[config.mk]
export PLATFORM = sky130hd
export DESIGN_NAME = alu_issue_stage
export DESIGN_NICKNAME = d
export VERILOG_FILES = /design/src/rtl/alu_issue_stage.sv
export SDC_FILE = /design/constraint.sdc
export NUM_CORES = 1
export LEC_CHECK = 0
export ABC_AREA = 1
export CORE_AREA = 4 4 243 245
export DETAILED_ROUTE_END_ITERATION = 10
export DIE_AREA = 0 0 247 249
export DONT_BUFFER_PORTS = 1
export PLACE_DENSITY = 0.59
export SLEW_MARGIN = 30
export SYNTH_ARGS = -nofsm -noshare
export SYNTH_HDL_FRONTEND = slang
export SYNTH_SLANG_ARGS = --single-unit
[constraint.sdc]
create_clock -name clk -period 41.3 [get_ports clk]
set_clock_uncertainty 0.2 [all_clocks]
set_input_delay 12.39 -clock clk [delete_from_list [all_inputs] [get_ports clk]]
set_output_delay 12.39 -clock clk [all_outputs]
set_load 0.005 [all_outputs]
[src/rtl/alu_issue_stage.sv]
// ID->EX issue stage: resolves ALU operands (with EX/MEM and MEM/WB
// forwarding) at accept time and buffers up to two issued entries
// (head + skid) so that id_ready can come straight from a flop.
module alu_issue_stage #(
  parameter int XLEN = 64,
  parameter int OPW  = 4
) (
  input  logic            clk,
  input  logic            rst,
  input  logic            flush,
  input  logic            id_valid,
  output logic            id_ready,
  input  logic [XLEN-1:0] id_pc,
  input  logic [XLEN-1:0] id_imm,
  input  logic [4:0]      id_rs1,
  input  logic [4:0]      id_rs2,
  input  logic [XLEN-1:0] id_rs1_data,
  input  logic [XLEN-1:0] id_rs2_data,
  input  logic [1:0]      id_asel,
  input  logic            id_bsel,
  input  logic [OPW-1:0]  id_alu_op,
  input  logic [4:0]      id_rd,
  input  logic            id_we,
  input  logic            fw1_we,
  input  logic [4:0]      fw1_rd,
  input  logic [XLEN-1:0] fw1_data,
  input  logic            fw2_we,
  input  logic [4:0]      fw2_rd,
  input  logic [XLEN-1:0] fw2_data,
  output logic            ex_valid,
  input  logic            ex_ready,
  output logic [XLEN-1:0] ex_a,
  output logic [XLEN-1:0] ex_b,
  output logic [OPW-1:0]  ex_alu_op,
  output logic [XLEN-1:0] ex_pc,
  output logic [4:0]      ex_rd,
  output logic            ex_we
);

  // Idle ALU operation, presented whenever no entry is valid.
  localparam logic [OPW-1:0] ALU_DEFAULT = '0;

  typedef enum logic [1:0] {
    EMPTY = 2'd0,
    ONE   = 2'd1,
    FULL  = 2'd2
  } state_t;

  // One fully resolved instruction; operands are frozen at accept.
  typedef struct packed {
    logic [XLEN-1:0] a;
    logic [XLEN-1:0] b;
    logic [XLEN-1:0] pc;
    logic [OPW-1:0]  op;
    logic [4:0]      rd;
    logic            we;
  } entry_t;

  state_t state_q, state_d;
  entry_t head_q, head_d;
  entry_t skid_q, skid_d;
  logic   ready_q, ready_d;

  logic [XLEN-1:0] r1, r2;
  entry_t          in_entry;
  logic            accept;
  logic            consume;

  // Forwarding and operand muxing for the incoming instruction; x0 never forwards.
  always_comb begin
    r1 = id_rs1_data;
    if (fw1_we && (fw1_rd == id_rs1) && (id_rs1 != 5'd0)) begin
      r1 = fw1_data;
    end else if (fw2_we && (fw2_rd == id_rs1) && (id_rs1 != 5'd0)) begin
      r1 = fw2_data;
    end

    r2 = id_rs2_data;
    if (fw1_we && (fw1_rd == id_rs2) && (id_rs2 != 5'd0)) begin
      r2 = fw1_data;
    end else if (fw2_we && (fw2_rd == id_rs2) && (id_rs2 != 5'd0)) begin
      r2 = fw2_data;
    end

    in_entry.pc = id_pc;
    in_entry.op = id_alu_op;
    in_entry.rd = id_rd;
    in_entry.we = id_we;
    case (id_asel)
      2'd0:    in_entry.a = r1;
      2'd1:    in_entry.a = id_pc;
      default: in_entry.a = '0;
    endcase
    in_entry.b = id_bsel ? id_imm : r2;
  end

  // Occupancy FSM: decides where the incoming entry lands and when the skid drains.
  always_comb begin
    accept  = id_valid && ready_q && !flush;
    consume = (state_q != EMPTY) && ex_ready;
    state_d = state_q;
    head_d  = head_q;
    skid_d  = skid_q;

    case (state_q)
      EMPTY: begin
        if (accept) begin
          head_d  = in_entry;
          state_d = ONE;
        end
      end
      ONE: begin
        if (accept && consume) begin
          head_d = in_entry;
        end else if (accept) begin
          skid_d  = in_entry;
          state_d = FULL;
        end else if (consume) begin
          state_d = EMPTY;
        end
      end
      FULL: begin
        if (consume) begin
          head_d  = skid_q;
          state_d = ONE;
        end
      end
      default: state_d = EMPTY;
    endcase

    if (flush) begin
      state_d = EMPTY;
    end

    ready_d = (state_d != FULL);
  end

  // State, buffered entries and the registered ready flag.
  always_ff @(posedge clk or posedge rst) begin
    if (rst) begin
      state_q <= EMPTY;
      head_q  <= '0;
      skid_q  <= '0;
      ready_q <= 1'b1;
    end else begin
      state_q <= state_d;
      head_q  <= head_d;
      skid_q  <= skid_d;
      ready_q <= ready_d;
    end
  end

  // Head entry drives EX; control fields are forced idle when nothing is valid.
  always_comb begin
    id_ready  = ready_q;
    ex_valid  = (state_q != EMPTY);
    ex_a      = head_q.a;
    ex_b      = head_q.b;
    ex_pc     = head_q.pc;
    ex_rd     = head_q.rd;
    ex_we     = ex_valid && head_q.we;
    ex_alu_op = ex_valid ? head_q.op : ALU_DEFAULT;
  end

endmodule

After elaboration in Yosys (flattened, before gate mapping)
Index checks and enable logic that the tools add are counted.
{ "totals": {"register_bits": 407, "inputBits": 424, "out_inout_bits": 204, "word_cells": 66} }
{ "classes": {"eq_ne": 11, "mux": 18, "bitwise_logic": 1, "reduce_logical": 22} }
{ "op_table": {"columns": ["operator", "n"], "rows": [
  ["2-to-1 mux 202 bit", 3],
  ["one-hot mux 202 bit (3 select lines)", 1],
  ["2-to-1 mux 64 bit", 5],
  ["one-hot mux 64 bit (2 select lines)", 1],
  ["equality test 5 bit", 4],
  ["logical AND 1 bit", 13],
  ["2-to-1 mux 2 bit", 6],
  ["nonzero test 5 bit", 2],
  ["!= test 2 bit (second input constant)", 4],
  ["one-hot mux 2 bit (3 select lines)", 1],
  ["equality test 2 x 1 -> 1 bit (second input constant)", 2],
  ["logical NOT 2 bit", 2],
  ["2-to-1 mux 4 bit", 1],
  ["AND reduction 4 bit", 1],
  ["AND reduction 3 bit", 1],
  ["nonzero test 3 bit", 1],
  ["equality test 2 bit (second input constant)", 1],
  ["nonzero test 2 bit", 1],
  ["logical NOT 1 bit", 1],
  ["inverter 1 bit", 1]
]} }

Longest topological paths before layout
{ "logic_depth": {"word_depth": 8, "ltp_mapped": 15, "depth_no_buf": 13} }

Worst setup path after synthesis
No wires, ideal clock.
{ "synth_timing": {"kind": "input -> register", "startpoint": "input id_rs1[4]", "endpoint": "register skid_q[196] in the netlist's numbering", "setup_ps": 130, "arrival_ps": 13424, "required_time_ps": 40970, "setup_slack_ps": 27546, "cell_stages": 14, "path_buffers": 2, "path_cell_list": "inv_1 > nand2_1 > nand2_1 > nand3_1 > nor2_1 > buf_2 > buf_4 > nand3_1 > nand2_1 > inv_1 > nand2_1 > nand2_1 > nand2_1 > o21ai_0"} }
{ "synth_between": {"elab_chain_cells": 6, "word_cells_on_any_way": 10, "cone_classes": "eq/ne (2); mux (3); reduce/logical (5)"} }
{ "synth_lines": {"columns": ["item", "line", "rtl"], "rows": [
  ["start: declaration", "15", "input logic [4:0] id_rs1,"],
  ["equality test 5 bit", "74", "end else if (fw2_we && (fw2_rd == id_rs1) && (id_rs1 != 5'd0)) begin"],
  ["logical AND 1 bit (2 in a row)", "74", null],
  ["2-to-1 mux 64 bit", "74", null],
  ["2-to-1 mux 64 bit (*)", "72", "if (fw1_we && (fw1_rd == id_rs1) && (id_rs1 != 5'd0)) begin"],
  ["one-hot mux 64 bit (2 select lines) (*)", "89", "case (id_asel)"],
  ["end signal: assignment", "148", "skid_q <= skid_d;"],
  ["end: declaration", "61", "entry_t skid_q, skid_d;"]
]} }
Mark *: on every way between the ends. The rest lies on a longest branch, timed or not.
A chain may end at the register's enable or synchronous reset.

Worst setup path in the final report
{ "layout_timing": {"startpoint": "input flush", "endpoint": "register head_q, in the netlist ex_b[40]"} }
{ "layout_between": {"elab_chain_cells": 5, "word_cells_on_any_way": 6, "cone_classes": "eq/ne (2); reduce/logical (4)"} }
{ "layout_lines": {"columns": ["item", "line", "rtl"], "rows": [
  ["start: declaration", "10", "input logic flush,"],
  ["logical NOT 1 bit (*)", "99", "accept = id_valid && ready_q && !flush;"],
  ["logical AND 1 bit (*)", "99", null],
  ["logical AND 1 bit", "113", "if (accept && consume) begin"],
  ["!= test 2 bit (no source line)", null, null],
  ["AND reduction 4 bit (no source line) (*)", null, null],
  ["end signal: assignment", "142", "head_q <= '0;"],
  ["end signal: assignment", "147", "head_q <= head_d;"],
  ["end: declaration", "60", "entry_t head_q, head_d;"]
]} }
Marked as above.

==> results.ini <==
[run_status]
status = completed

[sta]
tns_ps = 0
rsz0062_at_grt = false
setup_viol = 0
fmax_mhz = 66.2
hold_viol = 0
drv_slew = 0
tightest_slew_ps = 961
holdWs_ps = 277
finalWorstPathRequiredPeriod_ps = 15100
maxSlewHeadroom_pct = 35.9
period_share_pct = 36.6

[worst_setup_path]
crit_type = in2reg
startpoint = flush
cp.arrival_ps = 15370
worst-r2r-setup-slack_ps = 37640
r2r-end = ex_b[40]$_DFFE_PP0P_
timing.rr.start = id_ready$_DFF_PP1_
required_ps = 41570
critPathMaxFanout = 81
cp-start-kind = primary input
cp-end-kind = flop
r2r_cells = 8

[routing]
drtPass1Iterations = 8
num_vias = 22300
drtAntennaViolNets = 0
wl_per_cell_um = 22.2
drc = 0
drt-total-wl_mm = 91.8
vias_per_cell = 5.39
drt_iter0_drc = 2165

[placement]
dp.final_hpwl_mm = 64.2
placed_cell_area_mm2 = 0.0232
finalWeightedCongestion = 0.944
io_buffer_count = 0

[finish]
regArea_mm2 = 0.0102
nFillCells = 6049
design_area_mm2 = 0.0249
final_nets = 3752
syn_to_final_growth_pct = 1.57
drive_gt1_share_pct = 3.86
layout_common_cells = nand2_1 (1641), nand3_1 (455), dfrtp_1 (406)
layout_commonest_cell = nand2_1
multi_input_area_mm2 = 0.0109

[die]
rows = 88
dieArea_mm2 = 0.0615
dieWidth_um = 247
start_util_pct = 42.9
core_area_mm2 = 0.0571
dieHeight_um = 249
io_pins = 628

[grt]
grt_max_degree = 178
antenna_found_initial = 10
grt_pass1_wl_mm = 136
overflow = 0
first_global_vias = 20200
grtUsageTotal_pct = 28.7

[yosys]
yosysTopAreaCellShare_pct = 41.4
synth-seq-cells = 407
syn_nets = 4098
syn-instance-count = 3674
ys_warn_count = 0
synth_area_leaders = dfrtp_1 (41%), nand2_1 (25%), nand3_1 (9.3%), buf_4 (6.7%), nor2_1 (3.6%)
ys_seq_area_share_pct = 41.5
synth_area_leader_cell = dfrtp_1
synth_area_mm2 = 0.0245
avgSynthCellArea_um2 = 6.68
synth_cell_types = 23

[clock_network]
cts_htree_levels = 2
clock_sinks = 407
postCtsSetupBuffers = 0
cts.path.max_buffers = 3
cts_root_buf = clkbuf_16
cts_buffers = 49
cts.clk_slew.worst_paths_ps = 60
tritoncts = done
cts_resized = 0
hold_buffers = 0
insertion_delay_ps = 590

[pwr]
p_leak_nw = 14.1
ir_drop_v = 0.0000334
p_total_mw = 1.16
powerDensity_mw_per_mm2 = 46.6

[min_path]
worstHoldPathType = reg2reg
holdPathStages = 2
whs_endpoint = skid_q[135]$_DFFE_PP0P_
worstHoldStart = skid_q[135]$_DFFE_PP0P_

[flow_run]
drv_cap = 0

==> stage by stage <==
stage / utilization, % / setup slack [ps] / std cells
floorplan: - / 17390 / 3674
global placement: 40.5 / 25260 / 4040
detailed placement: 40.5 / 25180 / 4040
CTS: 43.5 / 25810 / 4127
global route: 43.6 / 25970 / 4133
finish: 43.6 / 26200 / 4135
==> synth_stat cells <==
cell	number
a21oi_1	126
a31oi_1	69
buf_1	21
buf_2	65
buf_4	219
buf_6	19
clkbuf_1	104
clkinv_1	1
dfrtp_1	406
dfstp_2	1
inv_1	229
inv_2	2
nand2_1	1642
nand2_2	2
nand3_1	456
nand4_1	1
nor2_1	232
nor2_2	2
nor3_1	1
o211ai_1	5
o21ai_0	69
o21ai_2	1
xnor2_1	1
==> sequential cells by signal, indices dropped and copies added (netlist names) <==
| signal | count |
|---|---|
| ex_a | 64 |
| ex_b | 64 |
| ex_pc | 64 |
| ex_rd | 5 |
| head_q | 5 |
| id_ready | 1 |
| skid_q | 202 |
| state_q | 2 |
==> where the power goes <==
| group | switching, mW | leakage (nW) | total, mW | internal (mW) |
|---|---|---|---|---|
| Clock | 0.183 | 0.793 | 0.450 | 0.268 |
| Combinational | 0.108 | 8.25 | 0.166 | 0.0578 |
| Sequential | 0.0624 | 5.05 | 0.543 | 0.481 |
| Total | 0.353 | 14.1 | 1.16 | 0.806 |
==> kinds of logic after synthesis <==
group / synth area share (%)
AND/OR/NAND/NOR: 38.1
flip-flops: 41.5
AO/OA/AOI/OAI: 5.93
XOR/XNOR: 0.0357
buffers and inverters: 14.4
==> worst max-delay path, cell delays in order <==
cell and delay [ps]:
inv_1 30, nand3_1 70, inv_1 100, o21ai_4 700
buf_4 870, buf_4 840, nor2_1 80, nand2_1 140
nand2_1 60
==> worst max-delay path by stage <==
stage	to	depth (start not counted)	slack [ps]
2_1_floorplan	ex_a[0]$_DFFE_PP0P_	1	17390
3_3_place_gp	skid_q[182]$_DFFE_PP0P_	7	25260
3_5_place_dp	skid_q[175]$_DFFE_PP0P_	7	25180
4_1_cts	skid_q[175]$_DFFE_PP0P_	7	25810
5_1_grt	ex_b[2]$_DFFE_PP0P_	9	25970
6_report	ex_b[40]$_DFFE_PP0P_	9	26200
==> area by class of cell <==
cell class | instances | area share [%]
Clock inverter | 16 | 0.914
Tap cell | 765 | 3.84
Clock buffer | 71 | 5.78
Inverter | 232 | 3.62
Antenna cell | 6 | 0.0603
Timing Repair Buffer | 31 | 1.09
Multi-Input combinational cell | 2607 | 43.8
Sequential cell | 407 | 40.9
==> metal layers <==
metal | track usage (%) | routed length [µm]
met1 | 41.4 | 39700
met2 | 41.0 | 38600
met3 | 10.6 | 11100
met4 | 6.58 | 2260
met5 | 0 | 68
No activity file was read; power rests on OpenSTA's default activity.
